===== src/rtl/riscv_pkg.sv =====
// Shared CPU types: register address, data word and the writeback entry
// carried from the execute/memory units to the register-file write port.
package riscv_pkg;
    localparam int XLEN  = 32;
    localparam int NREGS = 32;

    typedef logic [4:0]      reg_addr_t;
    typedef logic [XLEN-1:0] word_t;

    typedef struct packed {
        reg_addr_t rd;
        word_t     data;
    } wb_entry_t;
endpackage


===== src/rtl/wb_alu_fifo.sv =====
// Small synchronous FIFO buffering ALU results while loads own the write port.
// Pushes into a full FIFO and pops from an empty one are ignored.
module wb_alu_fifo
    import riscv_pkg::*;
#(
    parameter int DEPTH = 2
) (
    input  logic      clk,
    input  logic      rst_n,
    input  logic      push,
    input  wb_entry_t wr_entry,
    input  logic      pop,
    output wb_entry_t rd_entry,
    output logic      full,
    output logic      empty
);
    localparam int PTR_W = (DEPTH > 1) ? $clog2(DEPTH) : 1;
    localparam int CNT_W = $clog2(DEPTH + 1);
    localparam logic [PTR_W-1:0] LAST_PTR = PTR_W'(DEPTH - 1);

    wb_entry_t        entries_r [DEPTH];
    logic [PTR_W-1:0] wr_ptr_r;
    logic [PTR_W-1:0] rd_ptr_r;
    logic [CNT_W-1:0] count_r;
    logic             push_s;
    logic             pop_s;

    // Pointers wrap explicitly so depths that are not a power of two work.
    function automatic logic [PTR_W-1:0] next_ptr(input logic [PTR_W-1:0] p);
        return (p == LAST_PTR) ? {PTR_W{1'b0}} : p + PTR_W'(1);
    endfunction

    assign full     = (count_r == CNT_W'(DEPTH));
    assign empty    = (count_r == {CNT_W{1'b0}});
    assign push_s   = push && !full;
    assign pop_s    = pop && !empty;
    assign rd_entry = entries_r[rd_ptr_r];

    // Pointer and occupancy bookkeeping.
    always_ff @(posedge clk or negedge rst_n) begin
        if (!rst_n) begin
            wr_ptr_r <= {PTR_W{1'b0}};
            rd_ptr_r <= {PTR_W{1'b0}};
            count_r  <= {CNT_W{1'b0}};
        end else begin
            if (push_s) wr_ptr_r <= next_ptr(wr_ptr_r);
            if (pop_s)  rd_ptr_r <= next_ptr(rd_ptr_r);
            case ({push_s, pop_s})
                2'b10:   count_r <= count_r + CNT_W'(1);
                2'b01:   count_r <= count_r - CNT_W'(1);
                default: count_r <= count_r;
            endcase
        end
    end

    // Entry storage; contents are only meaningful while counted as occupied.
    always_ff @(posedge clk) begin
        if (push_s) entries_r[wr_ptr_r] <= wr_entry;
    end
endmodule


===== src/rtl/regfile_writeback.sv =====
// Writeback stage: arbitrates load and buffered ALU results onto the registered
// register-file write port and keeps the per-register pending-write scoreboard.
module regfile_writeback
    import riscv_pkg::*;
#(
    parameter int ALU_FIFO_DEPTH = 2
) (
    input  logic      clk,
    input  logic      rst_n,
    input  logic      issue_valid,
    input  reg_addr_t issue_rd,
    output logic      issue_ready,
    input  reg_addr_t rs1,
    input  reg_addr_t rs2,
    output logic      rs1_busy,
    output logic      rs2_busy,
    input  logic      alu_valid,
    input  reg_addr_t alu_rd,
    input  word_t     alu_data,
    output logic      alu_ready,
    input  logic      ld_valid,
    input  reg_addr_t ld_rd,
    input  word_t     ld_data,
    output logic      ld_ready,
    output logic      rf_we,
    output reg_addr_t rf_rd,
    output word_t     rf_wdata
);
    logic [NREGS-1:0] busy_r;
    logic [NREGS-1:0] busy_nxt_s;
    logic             issue_fire_s;
    logic             fifo_full_s;
    logic             fifo_empty_s;
    logic             fifo_pop_s;
    wb_entry_t        fifo_head_s;
    logic             win_valid_s;
    wb_entry_t        win_entry_s;
    logic             rf_we_r;
    reg_addr_t        rf_rd_r;
    word_t            rf_wdata_r;

    assign issue_ready  = !busy_r[issue_rd];
    assign issue_fire_s = issue_valid && issue_ready && (issue_rd != 5'd0);
    assign rs1_busy     = busy_r[rs1];
    assign rs2_busy     = busy_r[rs2];
    assign alu_ready    = !fifo_full_s;
    assign ld_ready     = rst_n;
    assign rf_we        = rf_we_r;
    assign rf_rd        = rf_rd_r;
    assign rf_wdata     = rf_wdata_r;

    wb_alu_fifo #(
        .DEPTH(ALU_FIFO_DEPTH)
    ) u_alu_fifo (
        .clk     (clk),
        .rst_n   (rst_n),
        .push    (alu_valid),
        .wr_entry('{rd: alu_rd, data: alu_data}),
        .pop     (fifo_pop_s),
        .rd_entry(fifo_head_s),
        .full    (fifo_full_s),
        .empty   (fifo_empty_s)
    );

    // Winner selection: a load always takes the port, the ALU FIFO fills gaps.
    always_comb begin
        win_valid_s = 1'b0;
        win_entry_s = '0;
        fifo_pop_s  = 1'b0;
        if (ld_valid) begin
            win_valid_s = 1'b1;
            win_entry_s = '{rd: ld_rd, data: ld_data};
        end else if (!fifo_empty_s) begin
            win_valid_s = 1'b1;
            win_entry_s = fifo_head_s;
            fifo_pop_s  = 1'b1;
        end else begin
            win_valid_s = 1'b0;
        end
    end

    // Next scoreboard: a new issue wins over a commit to the same register.
    always_comb begin
        busy_nxt_s = busy_r;
        for (int i = 1; i < NREGS; i++) begin
            if (issue_fire_s && (issue_rd == reg_addr_t'(i))) begin
                busy_nxt_s[i] = 1'b1;
            end else if (rf_we_r && (rf_rd_r == reg_addr_t'(i))) begin
                busy_nxt_s[i] = 1'b0;
            end else begin
                busy_nxt_s[i] = busy_r[i];
            end
        end
        busy_nxt_s[0] = 1'b0;
    end

    // Scoreboard register.
    always_ff @(posedge clk or negedge rst_n) begin
        if (!rst_n) begin
            busy_r <= {NREGS{1'b0}};
        end else begin
            busy_r <= busy_nxt_s;
        end
    end

    // Write-port register; x0 results are consumed without a write strobe.
    always_ff @(posedge clk or negedge rst_n) begin
        if (!rst_n) begin
            rf_we_r    <= 1'b0;
            rf_rd_r    <= 5'd0;
            rf_wdata_r <= 32'd0;
        end else if (win_valid_s) begin
            rf_we_r    <= (win_entry_s.rd != 5'd0);
            rf_rd_r    <= win_entry_s.rd;
            rf_wdata_r <= win_entry_s.data;
        end else begin
            rf_we_r    <= 1'b0;
        end
    end
endmodule


===== config.mk =====
export PLATFORM = sky130hd
export DESIGN_NAME = regfile_writeback
export DESIGN_NICKNAME = d
export VERILOG_FILES = /design/src/rtl/riscv_pkg.sv /design/src/rtl/wb_alu_fifo.sv /design/src/rtl/regfile_writeback.sv
export SDC_FILE = /design/constraint.sdc
export NUM_CORES = 1
export LEC_CHECK = 0
export CAP_MARGIN = 20
export CORE_UTILIZATION = 41
export CTS_BUF_LIST = sky130_fd_sc_hd__clkbuf_16
export CTS_CLUSTER_SIZE = 10
export DETAILED_ROUTE_END_ITERATION = 10
export PLACE_DENSITY = 0.65
export REMOVE_ABC_BUFFERS = 1
export SLEW_MARGIN = 10
export SYNTH_ARGS = -nofsm -noshare
export SYNTH_HDL_FRONTEND = slang
export SYNTH_SLANG_ARGS = --single-unit

===== constraint.sdc =====
create_clock -name clk -period 10.1 [get_ports clk]
set_input_delay 3.03 -clock clk [delete_from_list [all_inputs] [get_ports clk]]
set_output_delay 3.03 -clock clk [all_outputs]
set_load 0.01 [all_outputs]

[After elaboration in Yosys (flattened, before gate mapping)]
Memory sizes are Yosys's and may differ from the RTL's.
Index checks and enable logic that the tools add are counted.
Storage, ports and cells
  flip-flop bits (word level): 73
  bits in writable memories: 74
  bits of input ports: 94
  word-level logic and storage cells: 293
  memories: 1
Memory list
  u_alu_fifo.entries_r: depth 2, bits a word 37, read ports 1, clocked after memory_dff 0, wr ports 1, RTL line wb_alu_fifo.sv:21  | wb_entry_t entries_r [DEPTH];
Cells by class
  add/subtract/negate cells: 4
  order comparisons: 3
  equal/unequal tests: 65
  muxes and demuxes: 79
  reductions and logical operators: 104
Operators by type and width (number)
  $eq 5x5->1 const B: 32
  $eq 5x4->1 const B: 16
  $mux 37: 2
  $mux 1: 73
  $logic_and 1x1->1: 66
  $reduce_bool 2->1: 32
  $eq 5x3->1 const B: 8
  $eq 5x2->1 const B: 4
  $lt 5x6->1 const B: 3
  $bmux 1 s5: 3
  $eq 5x1->1 const B: 2
  $reduce_bool 5->1: 2
  $eq 2x2->1 const B: 2
  $pmux 2 s2: 1
  $logic_not 1->1: 3
  $add 1x1->1 const B: 2
  $add 2x1->2 const B: 1
  $eq 2x1->1 const B: 1
  $logic_not 2->1: 1
  $sub 2x1->2 const B: 1

[Logic depth before layout (Yosys ltp)]
Gate-level depths: netlist (run 1).
  word-level depth: 7
  gate-level depth with buffers: 8
  mapped depth without buffers: 6

[Cells and area by module]
Synthesis (run 1) repeated with hierarchy kept, for this count alone.
Second synthesis, totals
  cell total of the unflattened synthesis: 508
  area, all modules: 6971.7 um^2
Modules (own cells, without submodules)
  regfile_writeback: times used 1, cells an instance 375, area an instance 4022.6 um^2, seq. area each 1726.7 um^2
  wb_alu_fifo: times used 1, cells an instance 133, area an instance 2949.1 um^2, seq. area each 2322.2 um^2

[Least setup slack after synthesis (run 1)]
Ideal clock, no wire load.
  path kind: input-to-output
  from: input rs1[0]
  to: output rs1_busy
  data arrival time: 4.735 ns
  required time: 7.070 ns
  path slack: 2.335 ns
  stages: 4
  buffers on the path: 1
  cell sequence: clkbuf_1 > mux4_2 > mux4_2 > mux2_2
Between the ends
  word-level cells in the longest chain between the ends: 2
Ends and longest elaborated chain
  start: declaration: RTL line regfile_writeback.sv:13  | input reg_addr_t rs1,
  $bmux 1 s5: RTL line regfile_writeback.sv:44  | assign rs1_busy = busy_r[rs1];
  $mux 1 (not written as such): RTL line regfile_writeback.sv:44
  end: declaration: RTL line regfile_writeback.sv:15  | output logic rs1_busy,
Every way passes these cells. The select of a mux whose other input is x is not followed.

[Worst setup path after layout (run 1)]
  from: input issue_rd[0]
  to: output issue_ready
Between the ends
  word-level cells in the longest chain between the ends: 3
Ends and longest elaborated chain
  start: declaration: RTL line regfile_writeback.sv:11  | input reg_addr_t issue_rd,
  $bmux 1 s5: RTL line regfile_writeback.sv:42  | assign issue_ready = !busy_r[issue_rd];
  $mux 1 (not written as such): RTL line regfile_writeback.sv:42
  $logic_not 1->1: RTL line regfile_writeback.sv:42
  end: declaration: RTL line regfile_writeback.sv:12  | output logic issue_ready,
Every way passes these cells. The select of a mux whose other input is x is not followed.

==> qor.txt, run 1 <==
postcts setup bufs -> 0
Synth area leaders -> edfxtp_1 (33%), dfrtp_1 (27%), mux4_2 (7.0%)
area share of fa/ha/maj cells after synthesis -> 0.00185
required time of the critical path -> 7070 ps
Power per Cell Area -> 268 nW/um^2
CTS tree -> done
P_int -> 1.59 mW
Synth Area in Simple Gates -> 0.0872
Final Critical Period -> 8990 ps
commonest non-fill, non-tap cell in the layout -> clkdlybuf4s50_1
# resized after CTS -> 0
fin util -> 0.551
Starting Density -> 0.422
Hold Fails Final Rpt -> 0
Psw -> 0.775 mW
via count -> 4726
logic gate share of total power -> 0.330
clock power share -> 0.252
H-tree Lvls -> 4
DRT iter0 DRCs -> 278
Rel. slew slack -> 0.357
Synth async-reset ratio -> 0.497
largest family of logic cells by synthesized area -> multiplexers
synth warn -> 0
RR Startpoint -> busy_r[7]
clock sink count -> 147
Synth Area in Compound Gates -> 0.124
clk_lat worst skew -> 410 ps
largest net degree at the start of global routing -> 76
Initial DRT Pass Iterations -> 5
Post-Synthesis Cells -> 531
register share of total power -> 0.418
Post-synth top flop -> edfxtp_1
Rows -> 46
die area -> 17000 um^2
Worst Tran Pin Value -> 964 ps
nature of the critical path endpoint -> primary output
Mapped Area -> 6760 um^2
final clock skew -> 11.7 ps
post-synthesis sequential area ratio -> 0.599
Total Routing Usage GR -> 0.197
area delta synth->final -> 30.5%
crit path kind -> in -> out
PortBufs -> 136
Die X -> 130 um
Lkg Pwr -> 3.36 nW
DRC -> 0
final wirelength -> 15800 um
Synth area leader -> edfxtp_1
f_max -> 111 MHz
fin. max-slew vios -> 0
CP Launch Type -> input pin
Core Area -> 16000 um^2
Overflow after GRT -> 0
TritonCTS Buffers -> 17
vias in the first global route -> 4759
layout cells sized above 1 -> 0.127
via density per instance -> 5.34
run status -> complete, no violations
CP Data Arrival Time -> 5960 ps
Max-Cap Viols -> 0
first-pass GRT wire length -> 24900 um
Sw Ratio -> 0.327
Hold Path Class -> reg -> reg
Wirelength per Cell -> 17.8 um
Max Buffers Root-to-Sink -> 2
RSZ-0062 raised after global routing -> no
post-synthesis mux area share -> 0.147
# IOs -> 137
post-synthesis xor/xnor area fraction -> 0.00648
detailed placement HPWL -> 10800 um
worst vdd ir -> 0.000142 V
initial antenna violation count -> 0
Syn Area/Cell -> 12.7 um^2
most frequent cells in the layout -> clkdlybuf4s50_1 (134), edfxtp_1 (74), dfrtp_1 (72)
Detail Route Antenna Nets -> 0
crit path max fanout -> 32
Post-synth EDFFs -> 74
fin crit share -> 0.891
Critical Path Start -> issue_rd[0]
setup violators final -> 0
Hold Crit Start -> u_alu_fifo.wr_ptr_r
Fin Setup TNS -> 0 ps
top cell type's share of synthesized area -> 0.329
Antenna diodes -> 0
synth unique cells -> 46
hold_buf cts -> 0
GPL Wtd Cong -> 0.845
Yosys reg bits -> 147
CTS root buf -> clkbuf_16
CTS clk-pin slew, worst paths -> 60 ps
Final nets -> 751
die height -> 130 um
## per-stage QoR
step                      setup WS, ps  hold WS [ps]  area (um^2)  cells  total power, mW
final                             1110           546         8820    885             2.37
after global routing               994           598         8820    885             2.51
after CTS                         1090           545         8770    883             2.38
after detailed placement          1100           537         8210    851             1.78
after global placement            1110           529         8210    851             1.76
after floorplan                   2450           461         6540    495             1.43
## power groups by stage
stage / combinational (mW) / sequential, mW / clock (mW)
final: 0.781 / 0.990 / 0.595
after global routing: 0.866 / 1.01 / 0.633
after CTS: 0.761 / 1.01 / 0.609
after detailed placement: 0.755 / 1.02 / 0
after global placement: 0.742 / 1.02 / 0
after floorplan: 0.450 / 0.976 / 0
## critical path, cell delays in order
cell and delay, ps:
clkdlybuf4s50_1 450, buf_4 210, mux4_2 510, nor2b_1 140
or4_1 510, o32a_2 450, inv_2 100, clkdlybuf4s50_1 550
## worst paths after layout
path | endpoint | slack (ps) | depth (start not counted)
min reg2reg | u_alu_fifo.wr_ptr_r | 550 | 1
max reg2reg | busy_r[8] | 7620 | 5
min in group asynchronous | busy_r[30] | 2780 | 1
min | u_alu_fifo.wr_ptr_r | 550 | 1
max in group asynchronous | u_alu_fifo.rd_ptr_r | 6650 | 1
max | issue_ready | 1110 | 8
## per-layer routing
layer,routed length [um],share of wire,GRT usage,up-vias
li1,-,-,-,2241
met1,6740,0.43,0.246,2293
met2,7600,0.48,0.318,174
met3,1180,0.075,0.0651,18
met4,260,0.016,0.0751,0
met5,0,0,0,-
## synthesized netlist by cell type, types with 3 or more instances
cell and instances:
mux2_2 7, and2b_2 5, dfrtp_1 73, nand4_1 3, o31ai_1 27, a21oi_1 32, nor2b_1 4, nor2_1 41
buf_6 7, nand2_1 51, nand2b_1 5, clkbuf_1 18, mux2i_1 38, nand3_1 9, xnor2_1 3, buf_1 5
edfxtp_1 74, o21ai_0 70, o31ai_2 4, mux4_2 21
## state kept, by name (all words and copies together), names as in the netlist
register and flops:
rf_we 1, u_alu_fifo.entries_r 74, u_alu_fifo.wr_ptr_r 1, rf_rd 5, rf_wdata 32, u_alu_fifo.count_r 2, u_alu_fifo.rd_ptr_r 1, busy_r 31
## layout make-up
class,count,area [um^2]
flip-flops and latches,147,4050
inverters,1,3.75
well taps,216,270
multi-input cells,347,2500
clock inverters,15,141
clock buffers,17,425
repair buffers,142,1430
fillers,1388,7180
## cells by family after synthesis
| kind of cell | count (synthesis) |
|---|---|
| flops | 147 |
| compound gates | 142 |
| fa+ha+maj | 1 |
| mux | 69 |
| simple gates | 130 |
| buf+inv | 37 |
| xor+xnor | 5 |
(Power assumes the default switching activity.)
==> inputs of run 2 (changes only) <==
--- a/config.mk
+++ b/config.mk
@@ -6,6 +6,7 @@
 export NUM_CORES = 1
 export LEC_CHECK = 0
 export CAP_MARGIN = 20
+export CORE_MARGIN = 3
 export CORE_UTILIZATION = 41
 export CTS_BUF_LIST = sky130_fd_sc_hd__clkbuf_16
 export CTS_CLUSTER_SIZE = 10
==> run 2 against run 1 <==
First-iteration DRC count increased by 43%. Power down 0.10%. Via count rose by 1.8%. Utilization fell by 0.16 points. Global-route usage shrank 1.6 points. Largest power group unchanged. Worst setup slack got worse by 240 ps.
==> qor.txt, run 2 (synthesis results as in run 1) <==
run status -> complete, no violations
Final Critical Period -> 9240 ps
fin util -> 0.550
vias in the first global route -> 4927
Lkg Pwr -> 3.34 nW
busiest layer in global routing -> met2
critical-path cell list -> clkdlybuf4s50_1, mux4_2, nor2b_1, or4_1, o32a_2, inv_2, clkdlybuf4s50_1
DRT iter0 DRCs -> 398
Total Routing Usage GR -> 0.181
Largest register FFs -> 74
clk_lat worst skew -> 410 ps
Crit path buffers/inverters -> 3
Hold Fails Final Rpt -> 0
CTS root buf -> clkbuf_16
met1 Usage GRT -> 0.234
Wirelength per Cell -> 18.2 um
via density per instance -> 5.44
CTS tree -> done
fin crit share -> 0.915
postcts setup bufs -> 0
sequential standard cell area -> 4050 um^2
worst vdd ir -> 0.000139 V
Antenna diodes -> 0
most used cell along the critical path -> clkdlybuf4s50_1
H-tree Lvls -> 4
area delta synth->final -> 30.1%
Max Buffers Root-to-Sink -> 2
largest reg by FF count -> u_alu_fifo.entries_r
Psw -> 0.780 mW
max incr delay on CP -> 840 ps
detailed placement HPWL -> 11000 um
most frequent cells in the layout -> clkdlybuf4s50_1 (134), edfxtp_1 (74), dfrtp_1 (72)
crit path kind -> in -> out
Crit path max-delay family -> buffers and inverters
die area -> 18100 um^2
Worst Tran Pin Value -> 974 ps
GPL Wtd Cong -> 0.860
setup violators final -> 0
Sw Ratio -> 0.330
critical path's slowest cell -> clkdlybuf4s50_1
TritonCTS Buffers -> 17
largest net degree at the start of global routing -> 75
Die X -> 134 um
Hold Path Class -> reg -> reg
CTS clk-pin slew, worst paths -> 60 ps
CP Launch Type -> input pin
RSZ-0062 raised after global routing -> no
# IOs -> 137
met3 GRT Util -> 0.0638
area of the multi-input gates -> 2500 um^2
commonest non-fill, non-tap cell in the layout -> clkdlybuf4s50_1
Core Area -> 16000 um^2
required time of the critical path -> 7070 ps
f_max -> 108 MHz
clock power share -> 0.252
Max-Cap Viols -> 0
PortBufs -> 136
# resized after CTS -> 0
via count -> 4809
Power per Cell Area -> 269 nW/um^2
Rows -> 46
nature of the critical path endpoint -> primary output
Initial DRT Pass Iterations -> 5
final clock skew -> 9.71 ps
register share of total power -> 0.412
initial antenna violation count -> 1
Fin Setup TNS -> 0 ps
hold_buf cts -> 0
met2 usage -> 0.280
logic gate share of total power -> 0.336
final wirelength -> 16000 um
crit path max fanout -> 32
DRC -> 0
CP Data Arrival Time -> 6210 ps
fin. max-slew vios -> 0
die height -> 134 um
first-pass GRT wire length -> 25500 um
layout cells sized above 1 -> 0.123
Final nets -> 750
P_int -> 1.58 mW
Rel. slew slack -> 0.351
fillcell total -> 1378
clock sink count -> 147
Overflow after GRT -> 0
Starting Density -> 0.422
Detail Route Antenna Nets -> 0
-- run 2: cell count changes in the layout (fill, tap and decap cells not counted), sizes merged --
cell    delta
clkinv     +1
buf        -1
inv        -1
-- run 2: final timing paths --
check / start / end / slack [ps] / cells after the start
max: issue_rd[0] / issue_ready / 860 / 7
min: u_alu_fifo.wr_ptr_r / u_alu_fifo.wr_ptr_r / 560 / 1
max reg2reg: busy_r[7] / busy_r[30] / 7600 / 5
min reg2reg: u_alu_fifo.wr_ptr_r / u_alu_fifo.wr_ptr_r / 560 / 1
max in group asynchronous: rst_n / u_alu_fifo.rd_ptr_r / 6650 / 1
min in group asynchronous: rst_n / busy_r[19] / 2770 / 1
-- run 2: final cells by class --
type,instances,share of cell area
sequential,147,0.461
tap,216,0.0307
clock buffer,17,0.0484
clock inverter,15,0.0162
timing repair buffer,141,0.160
multi-input combinational,347,0.284
inverter,1,0.000427
-- run 2: stage by stage --
| stage | instance area (um^2) | std cells | total power [mW] | hold WS [ps] | worst slack (ps) |
|---|---|---|---|---|---|
| 2_1_floorplan | 6540 | 495 | 1.43 | 461 | 2450 |
| 3_3_place_gp | 8210 | 851 | 1.75 | 528 | 916 |
| 3_5_place_dp | 8230 | 852 | 1.78 | 551 | 884 |
| 4_1_cts | 8790 | 884 | 2.38 | 566 | 863 |
| 5_1_grt | 8790 | 884 | 2.50 | 575 | 757 |
| 6_report | 8790 | 884 | 2.36 | 561 | 862 |
-- run 2: worst reg2reg max path, cell delays in order (launching register included) --
cell and delay [ps]:
dfrtp_1 430, mux4_2 470, nor2b_1 130, or4_1 520, o32a_2 450, o31ai_1 370
-- run 2: per-layer routing --
layer | wire length, um | up-vias
li1 | - | 2234
met1 | 6740 | 2342
met2 | 7530 | 211
met3 | 1420 | 22
met4 | 346 | 0
met5 | 0 | -
-- run 2: power by group through the flow --
| stage | clock (mW) | combinational [mW] | sequential [mW] |
|---|---|---|---|
| 2_1_floorplan | 0 | 0.450 | 0.976 |
| 3_3_place_gp | 0 | 0.780 | 0.975 |
| 3_5_place_dp | 0 | 0.802 | 0.981 |
| 4_1_cts | 0.607 | 0.807 | 0.971 |
| 5_1_grt | 0.637 | 0.872 | 0.994 |
| 6_report | 0.596 | 0.795 | 0.974 |
